**src/rtl/fp_mul_pipe.sv**
```systemverilog
// Three-stage pipelined floating-point multiplier (default fp16) for the MAC datapath.
// RNE rounding, DAZ/FTZ, IEEE special cases, and a valid/ready handshake with per-stage stall.
module fp_mul_pipe #(
    parameter int EXP_W = 5,
    parameter int MAN_W = 10
) (
    input  logic                   clk,
    input  logic                   rst_n,
    input  logic                   in_valid,
    output logic                   in_ready,
    input  logic [EXP_W+MAN_W:0]   a,
    input  logic [EXP_W+MAN_W:0]   b,
    output logic                   out_valid,
    input  logic                   out_ready,
    output logic [EXP_W+MAN_W:0]   c,
    output logic [3:0]             flags
);
    localparam int W  = 1 + EXP_W + MAN_W;
    localparam int PW = 2 * MAN_W + 2;
    localparam int EW = EXP_W + 2;
    localparam logic signed [EW-1:0] BIAS  = EW'((1 << (EXP_W - 1)) - 1);
    localparam logic signed [EW-1:0] EMAX  = EW'((1 << EXP_W) - 1);
    localparam logic signed [EW-1:0] EZERO = '0;

    logic adv1, adv2, adv3;
    logic v1_q, v2_q, v3_q;

    assign adv3      = ~v3_q | out_ready;
    assign adv2      = ~v2_q | adv3;
    assign adv1      = ~v1_q | adv2;
    assign in_ready  = adv1;
    assign out_valid = v3_q;

    logic             sa, sb;
    logic [EXP_W-1:0] ea, eb;
    logic [MAN_W-1:0] fa, fb;
    logic             za, zb, ia, ib, na, nb;
    logic signed [EW-1:0] ea_x, eb_x, e1_d;
    logic [PW-1:0]    p1_d;

    assign {sa, ea, fa} = a;
    assign {sb, eb, fb} = b;
    // Subnormals collapse to zero here, so only exponent zero matters.
    assign za   = (ea == '0);
    assign zb   = (eb == '0);
    assign ia   = (&ea) & (fa == '0);
    assign ib   = (&eb) & (fb == '0);
    assign na   = (&ea) & (|fa);
    assign nb   = (&eb) & (|fb);
    assign ea_x = {2'b00, ea};
    assign eb_x = {2'b00, eb};
    assign e1_d = ea_x + eb_x - BIAS;
    assign p1_d = PW'({1'b1, fa}) * PW'({1'b1, fb});

    logic                 s1_q, nan1_q, inv1_q, inf1_q, zero1_q;
    logic signed [EW-1:0] e1_q;
    logic [PW-1:0]        p1_q;

    always_ff @(posedge clk or negedge rst_n) begin
        if (!rst_n) begin
            v1_q    <= 1'b0;
            s1_q    <= 1'b0;
            nan1_q  <= 1'b0;
            inv1_q  <= 1'b0;
            inf1_q  <= 1'b0;
            zero1_q <= 1'b0;
            e1_q    <= '0;
            p1_q    <= '0;
        end else if (adv1) begin
            v1_q <= in_valid;
            if (in_valid) begin
                s1_q    <= sa ^ sb;
                nan1_q  <= na | nb | (ia & zb) | (ib & za);
                inv1_q  <= (ia & zb) | (ib & za);
                inf1_q  <= ia | ib;
                zero1_q <= za | zb;
                e1_q    <= e1_d;
                p1_q    <= p1_d;
            end
        end
    end

    logic [PW-1:0]        sh;
    logic [MAN_W:0]       mant;
    logic                 grd, stk, inc;
    logic [MAN_W+1:0]     mr;
    logic signed [EW-1:0] e2_d;
    logic [MAN_W-1:0]     f2_d;

    assign sh   = p1_q[PW-1] ? p1_q : {p1_q[PW-2:0], 1'b0};
    assign mant = sh[PW-1 -: MAN_W+1];
    assign grd  = sh[MAN_W];
    assign stk  = |sh[MAN_W-1:0];
    assign inc  = grd & (stk | mant[0]);
    assign mr   = {1'b0, mant} + (MAN_W+2)'(inc);
    assign e2_d = e1_q + EW'(p1_q[PW-1]) + EW'(mr[MAN_W+1]);
    // A rounding carry leaves 10.00..0, whose shifted fraction is all zero.
    assign f2_d = mr[MAN_W+1] ? mr[MAN_W:1] : mr[MAN_W-1:0];

    logic                 s2_q, nan2_q, inv2_q, inf2_q, zero2_q, ix2_q;
    logic signed [EW-1:0] e2_q;
    logic [MAN_W-1:0]     f2_q;

    always_ff @(posedge clk or negedge rst_n) begin
        if (!rst_n) begin
            v2_q    <= 1'b0;
            s2_q    <= 1'b0;
            nan2_q  <= 1'b0;
            inv2_q  <= 1'b0;
            inf2_q  <= 1'b0;
            zero2_q <= 1'b0;
            ix2_q   <= 1'b0;
            e2_q    <= '0;
            f2_q    <= '0;
        end else if (adv2) begin
            v2_q <= v1_q;
            if (v1_q) begin
                s2_q    <= s1_q;
                nan2_q  <= nan1_q;
                inv2_q  <= inv1_q;
                inf2_q  <= inf1_q;
                zero2_q <= zero1_q;
                ix2_q   <= grd | stk;
                e2_q    <= e2_d;
                f2_q    <= f2_d;
            end
        end
    end

    logic [W-1:0] c_d, c_q;
    logic [3:0]   fl_d, fl_q;

    always_comb begin
        c_d  = '0;
        fl_d = '0;
        if (nan2_q) begin
            c_d  = {1'b0, {EXP_W{1'b1}}, 1'b1, {(MAN_W-1){1'b0}}};
            fl_d = {inv2_q, 3'b000};
        end else if (inf2_q) begin
            c_d = {s2_q, {EXP_W{1'b1}}, {MAN_W{1'b0}}};
        end else if (zero2_q) begin
            c_d = {s2_q, {(W-1){1'b0}}};
        end else if (e2_q >= EMAX) begin
            c_d  = {s2_q, {EXP_W{1'b1}}, {MAN_W{1'b0}}};
            fl_d = 4'b0101;
        end else if (e2_q <= EZERO) begin
            c_d  = {s2_q, {(W-1){1'b0}}};
            fl_d = 4'b0011;
        end else begin
            c_d  = {s2_q, e2_q[EXP_W-1:0], f2_q};
            fl_d = {3'b000, ix2_q};
        end
    end

    always_ff @(posedge clk or negedge rst_n) begin
        if (!rst_n) begin
            v3_q <= 1'b0;
            c_q  <= '0;
            fl_q <= '0;
        end else if (adv3) begin
            v3_q <= v2_q;
            if (v2_q) begin
                c_q  <= c_d;
                fl_q <= fl_d;
            end
        end
    end

    assign c     = c_q;
    assign flags = fl_q;
endmodule

```
**config.mk**
```make
export PLATFORM = sky130hd
export DESIGN_NAME = fp_mul_pipe
export DESIGN_NICKNAME = d
export VERILOG_FILES = /design/src/rtl/fp_mul_pipe.sv
export SDC_FILE = /design/constraint.sdc
export NUM_CORES = 1
export LEC_CHECK = 0
export ABC_AREA = 1
export ABC_CLOCK_PERIOD_IN_PS = 4200
export BUFFER_PORTS_ARGS = -buffer_cell sky130_fd_sc_hd__clkbuf_2
export CAP_MARGIN = 40
export CELL_PAD_IN_SITES_DETAIL_PLACEMENT = 0
export CELL_PAD_IN_SITES_GLOBAL_PLACEMENT = 1
export CORE_MARGIN = 5
export CORE_UTILIZATION = 50
export DETAILED_ROUTE_END_ITERATION = 10
export GPL_TIMING_DRIVEN = 0
export MAX_ROUTING_LAYER = met4
export PLACE_DENSITY = 0.84
export SYNTH_ARGS = -nofsm -noshare
export SYNTH_HDL_FRONTEND = slang
export SYNTH_SLANG_ARGS = --single-unit
```
**constraint.sdc**
```tcl
create_clock -name clk -period 4.2 [get_ports clk]
set_clock_uncertainty 0.2 [all_clocks]
set_input_delay 0.42 -clock clk [delete_from_list [all_inputs] [get_ports clk]]
set_output_delay 0.42 -clock clk [all_outputs]
set_load 0.01 [all_outputs]
```
Yosys cells after proc, flatten, opt, wreduce, memory -nomap -nowiden
Index checks and enable logic that the tools add are counted.
- $add $sub $neg: 5
- multiply operators: 1
- magnitude comparators: 2
- muxes and demuxes: 12
- bitwise operators: 22
- reduce and logical (&&, ||, !) cells: 12
- operators by type and width (operator ; count):
    2-to-1 mux 15 bit ; 4
    OR reduction 10 bit ; 3
    multiplier 11 x 11 -> 22 bit ; 1
    2-to-1 mux 22 bit ; 1
    zero test 10 bit ; 2
    2-to-1 mux 16 bit ; 1
    adder 7 x 1 -> 7 bit ; 2
    adder 11 x 1 -> 12 bit ; 1
    OR 1 bit ; 11
    zero test 5 bit ; 2
    2-to-1 mux 10 bit ; 1
    AND reduction 5 bit ; 2
    2-to-1 mux 3 bit ; 3
    bitwise AND 1 bit ; 7
    greater-or-equal comparator 7 x 6 -> 1 bit (second input constant) ; 1
    <= comparator 7 x 1 -> 1 bit (second input constant) ; 1
    subtractor 6 x 4 -> 7 bit (second input constant) ; 1
    adder 5 x 5 -> 6 bit ; 1
    AND reduction 2 bit ; 3
    2-to-1 mux 4 bit ; 1
    NOT 1 bit ; 3
    2-to-1 mux 2 bit ; 1
    XOR 1 bit ; 1
- register bits: 80
- output and inout bits: 22
- word-level logic and storage cells: 74

Longest topological paths before layout
- depth in word-level cells: 6
- mapped depth: 24
- gate-level depth less buffers: 23

Worst setup path before layout
OpenSTA, ideal clock, no wires.
- path type: input -> register
- start: input port a[5]
- end: register p1_q[12]
- setup time: 0.130 ns
- arrival: 4.638 ns
- data required time: 3.870 ns
- setup slack: -0.768 ns
- cell stages on the path: 20
- cells stage by stage: clkbuf_1 nand2_1 fa_1 inv_1 fa_1 inv_1 fa_1 inv_1 fa_1 inv_1 fa_1 inv_1 ha_1 nand2_1 nand2_1 a21oi_1 nand3_1 or2_2 nand3_1 o21ai_0
- longest elaborated chain between the ends: 1
- RTL lines (element ; line ; RTL):
    from (decl) ; 11 ; input logic [EXP_W+MAN_W:0] a,
    multiplier 11 x 11 -> 22 bit ; 53 ; assign p1_d = PW'({1'b1, fa}) * PW'({1'b1, fb});
    to (signal assigned) ; 78 ; p1_q <= p1_d;
    to (decl) ; 57 ; logic [PW-1:0] p1_q;
Every way passes these cells.
A chain may end at the register's enable or synchronous reset.

Worst setup path in the final report
- start: input port a[6]
- end: register p1_q[20]
The elaborated chain is that of the path after synthesis.

==> impl_metrics.env <==
export IMPL_outcome="complete, but fails checks"
export IMPL_violations="negative setup slack"
export IMPL_rows=47
export IMPL_start_kind="input pin"
export IMPL_synth_top_family_by_area="adder cells"
export IMPL_met3_usage=0.0221
export IMPL_cts_tree="yes"
export IMPL_clk_latency_ps=340
export IMPL_synth_seq_area_share=0.242
export IMPL_hold_viol_final=0
export IMPL_avgSynthCellArea_um2=7.47
export IMPL_num_vias=6883
export IMPL_place_inst=1383
export IMPL_grt_usage=0.220
export IMPL_cts_max_path_buffers=2
export IMPL_gp_congestion=0.879
export IMPL_synth_edff_count=0
export IMPL_drt_iter0_drc=221
export IMPL_p_leak_nw=5.59
export IMPL_tightest_slew_ps=508
export IMPL_yosys_area_top_type="dfrtp_1"
export IMPL_wire_per_inst_um=13.6
export IMPL_numCtsBuffers=9
export IMPL_design_die_area_um2=19200
export IMPL_finalCritPeriodShare=1.06
export IMPL_grt_pass1_wl_um=33900
export IMPL_io_pins=58
export IMPL_drtAntennaViolNets=0
export IMPL_ir_drop_mv=0.381
export IMPL_tns_ps=-2270
export IMPL_synth_adder_area_share=0.305
export IMPL_synth_top_area_share=0.242
export IMPL_drv_cap=0
export IMPL_synth_xor_area_frac=0.0159
export IMPL_drtPass1Iterations=5
export IMPL_synth_mux_area_frac=0
export IMPL_fin_util=0.624
export IMPL_synth_cell_area_um2=8260
export IMPL_max_slew_margin=0.661
export IMPL_placement_io_buffers=57
export IMPL_place_ws_ps=-820
export IMPL_critPathArrivalTime_ps=4480
export IMPL_grt_pass1_vias=7049
export IMPL_min_period_ps=4450
export IMPL_area_delta_synth_final_pct=23.9
export IMPL_grtUsageMet1=0.263
export IMPL_grt_busiest_layer="met2"
export IMPL_setup_viol=12
export IMPL_antenna_found_initial=0
export IMPL_min_path_type="in -> reg"
export IMPL_setup_slack_ps=-253
export IMPL_synth_cells=1105
export IMPL_end_kind="flip-flop"
export IMPL_synth_main_ff_cell="dfrtp_1"
export IMPL_synth_simple_gate_area_share=0.237
export IMPL_clock_sinks=80
export IMPL_h_tree_depth=3
export IMPL_synth_compound_area_frac=0.0704
export IMPL_clk_pin_slew_ps=60
export IMPL_synth_area_leaders="dfrtp_1 24%, fa_1 20%, nand2_1 15%"
export IMPL_coreArea_um2=16400
export IMPL_detailed_place_hpwl_um=15500
export IMPL_die_w_um=139
export IMPL_cp_data_required_time_ps=4230
export IMPL_path_max_fanout=6
export IMPL_grt_max_degree=48
export IMPL_nets=1396
export IMPL_synth_common_cells="324 x nand2_1, 240 x inv_1, 82 x fa_1, 80 x dfrtp_1, 70 x ha_1"
export IMPL_fmax_ghz=0.225
export IMPL_die_h_um=139
export IMPL_grt_use_met2=0.399
export IMPL_fill_cells=1478
export IMPL_yosysWarnings=0
export IMPL_maxSlewViolCount=0
export IMPL_vias_per_cell=4.80
export IMPL_grt_setup_unrepaired="yes"
export IMPL_drive_gt1_frac=0.209
export IMPL_ys_ff_latch=80
export IMPL_p_per_area_nw_per_um2=729
export IMPL_routed_wl_um=19500
export IMPL_instances_no_fill=1433
export IMPL_cts_root_buf="clkbuf_16"
export IMPL_critPathKind="in -> reg"
export IMPL_synth_most_common_cell="nand2_1"
export IMPL_grt_ovfl_total=0
export IMPL_yosysUniqueCellTypes=34
export IMPL_initial_core_util=0.503
export IMPL_ys_async_sr_fraction=1.00
export IMPL_drc=0
export IMPL_synth_fp_nets=1293
export IMPL_antenna_cells=0
## path summary, 6_finish.rpt
path / cells after the start / from / to / slack [ps]
max: 21 / a[6] / p1_q[20] / -250
min: 4 / out_ready / out_valid / 180
max reg2reg: 13 / p1_q[21] / e2_q[6] / 1270
min reg2reg: 2 / f2_q[0] / f2_q[0] / 280
max in group asynchronous: 3 / rst_n / f2_q[3] / 2800
min in group asynchronous: 2 / rst_n / e1_q[5] / 410
## cell type report
| class | instances | area [µm²] | share of cell area |
|---|---|---|---|
| plain buffers | 32 | 367 | 0.0358 |
| clock buffers | 11 | 233 | 0.0227 |
| clock inverters | 5 | 33.8 | 0.00330 |
| inverters | 243 | 912 | 0.0891 |
| multi-input cells | 748 | 5660 | 0.553 |
| flip-flops and latches | 80 | 2000 | 0.196 |
| well taps | 220 | 275 | 0.0269 |
| repair buffers | 94 | 748 | 0.0731 |
## cells by family (layout without fill, tap and decap cells)
logic type,count (synthesis),count (layout)
buf+inv,277,385
simple gates,475,475
compound gates,106,106
xor+xnor,15,15
flops,80,80
fa+ha+maj,152,152
## sequential cells by signal, summed over array words and instances (netlist names)
register,flops
zero2_q,1
v2_q,1
inf1_q,1
flags,4
s1_q,1
e2_q,7
inv2_q,1
c,16
inf2_q,1
inv1_q,1
out_valid,1
nan2_q,1
v1_q,1
f2_q,10
ix2_q,1
zero1_q,1
e1_q,7
nan1_q,1
s2_q,1
p1_q,22
## timing repair
action,CTS,global route
cloned,3,0
hold endpoints to repair,33,0
resized for setup,87,47
setup buffers,28,4
setup endpoints to repair,13,15
pin swaps,31,33
hold buffers,1,0
## worst max-delay path: stages
cell       delay [ps]
clkbuf_16         130
clkbuf_16         150
nand2_1            80
inv_2              40
fa_2              480
fa_1              600
fa_2              440
fa_1              480
inv_1              50
fa_1              480
inv_2              40
ha_4              300
nand2_4            90
nor2_4            130
nand3_2           100
nand3_4           130
nand2_2            70
nand2_1            70
nand2_1            60
nand3_2            80
nand2_1            50
## layer usage
metal	wire length, µm	up-vias
li1	-	3541
met1	8190	3221
met2	10500	98
met3	534	23
met4	350	0
met5	0	-
## metrics by stage
stage                     instance area [µm²]  hold slack (ps)  power, mW
final                                   10200              179       7.46
after global routing                    10200              207       8.27
after CTS                               10100              178       7.13
after detailed placement                 9180              245       5.61
after global placement                   9150              262       5.55
after floorplan                          8590            -75.6       4.67
## cells in the final DEF, fill, tap and decap left out, types with 5 or more instances in the layout
| cell | Yosys | final |
|---|---|---|
| buf_4 | 0 | 28 |
| clkbuf_1 | 26 | 10 |
| nand3_1 | 52 | 41 |
| nand2_2 | 5 | 28 |
| nor2_4 | 3 | 5 |
| nor2_2 | 2 | 9 |
| xor2_1 | 8 | 8 |
| fa_2 | 0 | 5 |
| o21ai_0 | 59 | 51 |
| fa_1 | 82 | 77 |
| o21ai_1 | 2 | 10 |
| clkbuf_2 | 0 | 45 |
| dfrtp_1 | 80 | 80 |
| buf_8 | 1 | 8 |
| ha_1 | 70 | 58 |
| a21oi_1 | 29 | 22 |
| nand2_1 | 324 | 291 |
| nand2_4 | 0 | 10 |
| clkbuf_8 | 0 | 12 |
| nand4_1 | 5 | 5 |
| nand3_2 | 2 | 11 |
| nor2_1 | 64 | 55 |
| clkbuf_16 | 0 | 16 |
| nor3_1 | 6 | 6 |
| ha_4 | 0 | 11 |
| inv_1 | 240 | 223 |
| o21ai_2 | 5 | 5 |
| buf_6 | 2 | 5 |
| inv_2 | 3 | 20 |
| buf_2 | 5 | 5 |
| xnor2_1 | 7 | 7 |
## power by group
group | total [mW] | leakage [nW] | switching (mW) | internal, mW
sequential | 1.23 | 0.994 | 0.164 | 1.07
clock | 0.703 | 0.126 | 0.304 | 0.399
combinational | 5.53 | 4.47 | 3.18 | 2.35
total | 7.46 | 5.59 | 3.64 | 3.82
No activity file was read; power rests on OpenSTA's default activity.
